$ cat config.mk
export PLATFORM = sky130hd
export DESIGN_NAME = icache
export DESIGN_NICKNAME = d
export VERILOG_FILES = /design/src/rtl/icache.sv
export SDC_FILE = /design/constraint.sdc
export NUM_CORES = 1
export LEC_CHECK = 0
export CAP_MARGIN = 0
export CELL_PAD_IN_SITES_DETAIL_PLACEMENT = 1
export CELL_PAD_IN_SITES_GLOBAL_PLACEMENT = 2
export CORE_UTILIZATION = 43
export DETAILED_ROUTE_END_ITERATION = 7
export PLACE_DENSITY_LB_ADDON = 0.1
export SYNTH_ARGS = -nofsm -noshare
export SYNTH_HDL_FRONTEND = slang
export SYNTH_SLANG_ARGS = --single-unit
$ cat constraint.sdc
create_clock -name CLK -period 4.04 [get_ports CLK]
set_clock_uncertainty 0.05 [all_clocks]
set_input_delay 0.606 -clock CLK [delete_from_list [all_inputs] [get_ports CLK]]
set_output_delay 0.606 -clock CLK [all_outputs]
set_load 0.02 [all_outputs]
$ cat src/rtl/icache.sv
// Direct-mapped, single-word-per-frame instruction cache with a blocking
// two-state fill engine and saturating hit/miss statistics.
module icache #(
    parameter int unsigned NSETS = 16
) (
    input  logic        CLK,
    input  logic        RST,
    input  logic        imemREN,
    input  logic [31:0] imemaddr,
    output logic        ihit,
    output logic [31:0] imemload,
    input  logic        flush,
    output logic        iREN,
    output logic [31:0] iaddr,
    input  logic        iwait,
    input  logic [31:0] iload,
    output logic [15:0] hit_count,
    output logic [15:0] miss_count
);

    localparam int unsigned IDX_W = $clog2(NSETS);
    localparam int unsigned TAG_W = 30 - IDX_W;

    localparam logic [0:0] IDLE  = 1'b0;
    localparam logic [0:0] FETCH = 1'b1;

    logic [0:0]       state_q, state_d;
    logic [31:0]      miss_addr_q;
    logic [NSETS-1:0] valid_q;
    logic [15:0]      hit_count_q, miss_count_q;

    logic [TAG_W-1:0] tag_mem  [NSETS];
    logic [31:0]      data_mem [NSETS];

    logic [IDX_W-1:0] req_index, miss_index;
    logic [TAG_W-1:0] req_tag, miss_tag;
    logic             hit;
    logic             fill;
    logic             start_miss;

    // Byte-offset bits of the request carry no information for word fetches.
    logic unused_addr_bits;
    assign unused_addr_bits = ^imemaddr[1:0];

    assign req_index  = imemaddr[IDX_W+1:2];
    assign req_tag    = imemaddr[31:IDX_W+2];
    assign miss_index = miss_addr_q[IDX_W+1:2];
    assign miss_tag   = miss_addr_q[31:IDX_W+2];

    assign hit = imemREN && (state_q == IDLE) && valid_q[req_index]
                 && (tag_mem[req_index] == req_tag);

    // Flush takes priority over a fill completing on the same edge.
    assign fill       = (state_q == FETCH) && !iwait && !flush;
    assign start_miss = (state_q == IDLE) && imemREN && !hit && !flush;

    always_comb begin
        state_d = state_q;
        case (state_q)
            IDLE: begin
                if (start_miss) begin
                    state_d = FETCH;
                end
            end
            FETCH: begin
                if (flush || !iwait) begin
                    state_d = IDLE;
                end
            end
            default: state_d = IDLE;
        endcase
    end

    always_ff @(posedge CLK or posedge RST) begin
        if (RST) begin
            state_q     <= IDLE;
            miss_addr_q <= 32'd0;
        end else begin
            state_q <= state_d;
            if (start_miss) begin
                miss_addr_q <= imemaddr;
            end
        end
    end

    always_ff @(posedge CLK or posedge RST) begin
        if (RST) begin
            valid_q <= '0;
        end else if (flush) begin
            valid_q <= '0;
        end else if (fill) begin
            valid_q[miss_index] <= 1'b1;
        end
    end

    // Tag and data arrays need no reset; valid bits gate every use.
    always_ff @(posedge CLK) begin
        if (fill) begin
            tag_mem[miss_index]  <= miss_tag;
            data_mem[miss_index] <= iload;
        end
    end

    always_ff @(posedge CLK or posedge RST) begin
        if (RST) begin
            hit_count_q  <= 16'd0;
            miss_count_q <= 16'd0;
        end else begin
            if (hit && (hit_count_q != 16'hFFFF)) begin
                hit_count_q <= hit_count_q + 16'd1;
            end
            if (start_miss && (miss_count_q != 16'hFFFF)) begin
                miss_count_q <= miss_count_q + 16'd1;
            end
        end
    end

    assign ihit       = hit;
    assign imemload   = hit ? data_mem[req_index] : 32'd0;
    assign iREN       = (state_q == FETCH);
    assign iaddr      = (state_q == FETCH) ? miss_addr_q : 32'd0;
    assign hit_count  = hit_count_q;
    assign miss_count = miss_count_q;

endmodule

==> impl_metrics.env <==
export IMPL_status="finished, violations left"
export IMPL_failed_checks="setup timing"
export IMPL_gr_usage_all_layers_pct=21.8
export IMPL_worst_path_max_fanout=23
export IMPL_reg2reg_setup_slack_ns=0.27
export IMPL_chip_width_um=305
export IMPL_floorplan_initialDensity_pct=43.7
export IMPL_maxCapViolCount=0
export IMPL_cell_count_after_synthesis=1850
export IMPL_vdd_ir_drop_worst_mv=0.404
export IMPL_tritoncts_num_sinks=1009
export IMPL_syn_cell_area_um2=39600
export IMPL_ys_seq_area_share_pct=75.5
export IMPL_area_growth_pct=20.0
export IMPL_drv_slew=0
export IMPL_chipHeight_um=305
export IMPL_yosys_register_bits=1009
export IMPL_post_synthesis_mean_instance_area_um2=21.4
export IMPL_drc=0
export IMPL_clock_tree_root_cell="sky130_fd_sc_hd__clkbuf_16"
export IMPL_setup_slack_ns=-0.0857
export IMPL_utilization_pct=52.5
export IMPL_worstRegToRegCells=14
export IMPL_p_leak_nw=15.9
export IMPL_die_area_um2=93300
export IMPL_worstReg2RegStart="tag_mem[15][2]"
export IMPL_timing_critical_path_to="imemload[20]"
export IMPL_layout_drive_gt1_share_pct=29.5
export IMPL_timing_max_slew_rel_slack_pct=41.0
export IMPL_dp_hpwl_um=55900
export IMPL_postCtsHoldBufs=0
export IMPL_worst_skew_pair_late_latency_ns=0.67
export IMPL_core_um2=90600
export IMPL_via_count_of_the_first_global_routing_pass=21145
export IMPL_grt_pass1_wl_um=147000
export IMPL_timing_rr_end="miss_addr_q[29]"
export IMPL_rsz0062_at_grt="yes"
export IMPL_power_per_unit_of_standard_cell_area_nw_per_um2=485
export IMPL_first_iter_violations=1329
export IMPL_num_io_pins=167
export IMPL_placed_cell_area_um2=43900
export IMPL_critPathRequiredTime_ns=3.38
export IMPL_startpoint="imemaddr[4]"
export IMPL_design_final_nets=2258
export IMPL_cts_tree="yes"
export IMPL_achievable_frequency_mhz=242
export IMPL_synth_async_sr_flop_share_pct=8.03
export IMPL_post_layout_nonfiller_instances=3446
export IMPL_min_period_over_period_pct=102
export IMPL_ys_warnings_count=0
export IMPL_routed_wire_length_per_instance_um=29.1
export IMPL_worst_ep_arrival_time_ns=3.47
export IMPL_grt_antenna_before_repair=6
export IMPL_row_count=110
export IMPL_clk_pin_slew_worst_paths_ns=0.06
export IMPL_drt_vias_per_instance=5.66
export IMPL_totalWireLength_um=100000
export IMPL_setup_tns_final_ns=-2.00
export IMPL_route_vias_total=19502
export IMPL_worstSetupEndpointType="primary output"
export IMPL_final_min_clock_period_ns=4.13
export IMPL_post_synth_edffs=928
export IMPL_number_of_setup_violations_in_the_final_report=32
export IMPL_ant_nets=0
export IMPL_cts_htree_levels=3
export IMPL_grt_start_max_net_pins=101
export IMPL_worst_hold_path_type="in -> async"
export IMPL_post_place_cells=3248
export IMPL_final_cell_area_um2=47500
export IMPL_yosys_most_used_dff="sky130_fd_sc_hd__edfxtp_1"
export IMPL_port_buffers=166
export IMPL_timing_worst_slew_pin_value_ns=0.884
export IMPL_cts_made_buffers=107
export IMPL_worst_setup_path_start_kind="primary input"
export IMPL_global_route_overflow_total=0
export IMPL_crit_type="in -> out"
export IMPL_hold_violations=0
export IMPL_synth_net_count=1921
export IMPL_yosysUniqueCellTypes=60
export IMPL_drt_pre_antenna_iters=5
export IMPL_gpl_final_weighted_congestion=0.739
export IMPL_clk_path_buf_depth=3
through the flow:
| stage | setup WS, ns | hold slack [ns] | power (mW) |
|---|---|---|---|
| 5_1_grt | -0.207 | 0.443 | 23.8 |
| 2_1_floorplan | -0.156 | 0.394 | 13.0 |
| 4_1_cts | -0.155 | 0.423 | 23.3 |
| 3_3_place_gp | -0.831 | 0.404 | 13.8 |
| 6_report | -0.0857 | 0.409 | 23.0 |
| 3_5_place_dp | -1.05 | 0.411 | 13.8 |
final cells by class:
type,count,area [um2]
Inverter,13,53.8
Antenna cell,1,2.50
Multi-Input combinational cell,735,9510
Clock inverter,57,512
Clock buffer,134,2850
Timing Repair Buffer,321,3220
Sequential cell,1009,29900
Tap cell,1176,1470
Fill cell,7920,43000
cell families (layout without fill, tap and decap cells):
group | count (synthesis) | after routing | synth area share [%]
flops | 1009 | 1009 | 75.5
mux | 359 | 359 | 17.2
simple gates | 239 | 239 | 3.32
buf+inv | 106 | 525 | 1.31
compound gates | 87 | 87 | 1.56
xor+xnor | 48 | 48 | 1.06
fa+ha+maj | 2 | 2 | 0.0632
other cells | 0 | 1 | 0
layer usage:
layer | up-vias | wire length [um] | track usage, %
met5 | - | 40 | 0
met4 | 6 | 2150 | 5.53
met2 | 423 | 51400 | 37.6
met3 | 147 | 4200 | 2.90
met1 | 10600 | 42500 | 29.4
li1 | 8326 | - | -
worst max-delay path: stages:
cell and delay (ns):
sky130_fd_sc_hd__clkbuf_8 0.18, sky130_fd_sc_hd__buf_12 0.18, sky130_fd_sc_hd__buf_12 0.13, sky130_fd_sc_hd__buf_12 0.13, sky130_fd_sc_hd__buf_4 0.15, sky130_fd_sc_hd__mux2i_1 0.12
sky130_fd_sc_hd__a22oi_1 0.20, sky130_fd_sc_hd__a21oi_1 0.14, sky130_fd_sc_hd__nor3_1 0.22, sky130_fd_sc_hd__buf_4 0.16, sky130_fd_sc_hd__o2111ai_1 0.14, sky130_fd_sc_hd__nor4_2 0.30
sky130_fd_sc_hd__nand4_1 0.17, sky130_fd_sc_hd__buf_6 0.17, sky130_fd_sc_hd__buf_12 0.17, sky130_fd_sc_hd__nor2b_2 0.14, sky130_fd_sc_hd__buf_4 0.15
report_power, final:
part,internal [mW],switching (mW),leakage (nW)
Clock,5.47,3.94,1.64
Sequential,11.8,0.318,9.39
Combinational,0.750,0.774,4.91
Total,18.0,5.03,15.9
cell usage after synthesis (3+ instances only):
| library cell | n | area, um2 |
|---|---|---|
| sky130_fd_sc_hd__a221oi_1 | 3 | 26.3 |
| sky130_fd_sc_hd__buf_2 | 19 | 95.1 |
| sky130_fd_sc_hd__xor2_1 | 19 | 166 |
| sky130_fd_sc_hd__a21o_1 | 16 | 120 |
| sky130_fd_sc_hd__dfrtp_1 | 81 | 2030 |
| sky130_fd_sc_hd__mux2_2 | 4 | 45.0 |
| sky130_fd_sc_hd__clkbuf_1 | 35 | 131 |
| sky130_fd_sc_hd__or3_1 | 5 | 31.3 |
| sky130_fd_sc_hd__buf_6 | 7 | 78.8 |
| sky130_fd_sc_hd__edfxtp_1 | 928 | 27900 |
| sky130_fd_sc_hd__and2_1 | 35 | 219 |
| sky130_fd_sc_hd__o21a_1 | 3 | 22.5 |
| sky130_fd_sc_hd__nor4_1 | 9 | 56.3 |
| sky130_fd_sc_hd__nor2_1 | 36 | 135 |
| sky130_fd_sc_hd__nand2b_1 | 3 | 18.8 |
| sky130_fd_sc_hd__clkinv_1 | 3 | 11.3 |
| sky130_fd_sc_hd__nor3_1 | 14 | 70.1 |
| sky130_fd_sc_hd__a22oi_1 | 19 | 143 |
| sky130_fd_sc_hd__inv_1 | 8 | 30.0 |
| sky130_fd_sc_hd__xnor2_1 | 29 | 254 |
| sky130_fd_sc_hd__mux4_2 | 243 | 5470 |
| sky130_fd_sc_hd__a21oi_1 | 11 | 55.1 |
| sky130_fd_sc_hd__o2111ai_1 | 3 | 26.3 |
| sky130_fd_sc_hd__mux2i_1 | 74 | 741 |
| sky130_fd_sc_hd__nand4_1 | 10 | 62.6 |
| sky130_fd_sc_hd__mux2_1 | 9 | 101 |
| sky130_fd_sc_hd__o21ai_1 | 5 | 25.0 |
| sky130_fd_sc_hd__and3_1 | 12 | 75.1 |
| sky130_fd_sc_hd__mux2_4 | 29 | 435 |
| sky130_fd_sc_hd__o21ai_0 | 7 | 35.0 |
| sky130_fd_sc_hd__nor3b_1 | 6 | 45.0 |
| sky130_fd_sc_hd__buf_1 | 20 | 75.1 |
| sky130_fd_sc_hd__nand2_1 | 33 | 124 |
| sky130_fd_sc_hd__nor2b_1 | 38 | 238 |
| sky130_fd_sc_hd__buf_4 | 12 | 90.1 |
| sky130_fd_sc_hd__and4_1 | 3 | 26.3 |
| sky130_fd_sc_hd__nand3_1 | 27 | 135 |
worst min path at each step:
stage               cells past startpoint         from            end
floorplan                               1  valid_q[10]    valid_q[10]
global placement                        1  valid_q[10]    valid_q[10]
detailed placement                      1   valid_q[2]     valid_q[2]
CTS                                     2          RST  hit_count[15]
global route                            1   valid_q[5]     valid_q[5]
finish                                  2          RST  hit_count[15]
cell usage in the layout, fill, tap and decap left out, drive strengths merged, types with 3 or more instances in the layout:
cell,netlist,routed
a21o,16,16
mux4,243,243
nor4,11,11
nand2b,3,3
and2,35,35
a22oi,19,19
dfrtp,81,81
clkinv,3,48
a21oi,11,11
clkbuf,35,136
edfxtp,928,928
buf,58,190
nand3,27,27
bufinv,0,8
and4,3,3
nand2,33,33
and3,12,12
nor2b,38,38
mux2,42,42
mux2i,74,74
nor3b,6,6
clkdlybuf4s50,0,129
or3,5,5
nor3,14,14
xnor2,29,29
o21a,3,3
nor2,36,36
inv,10,12
nand4,10,10
xor2,19,19
o21ai,12,12
o2111ai,3,3
a221oi,3,3
repair_timing:
item / CTS / global route
resized for setup: 191 / 32
buffers inserted: 1 / 5
pin swaps: 4 / 4
setup endpoints to repair: 66 / 58
sequential cells by signal (all words and copies together), names as in the netlist:
name         count
data_mem       512
tag_mem        416
miss_addr_q     32
hit_count       16
miss_count      16
valid_q         16
iREN             1
Power figures use the tool's default switching activity.
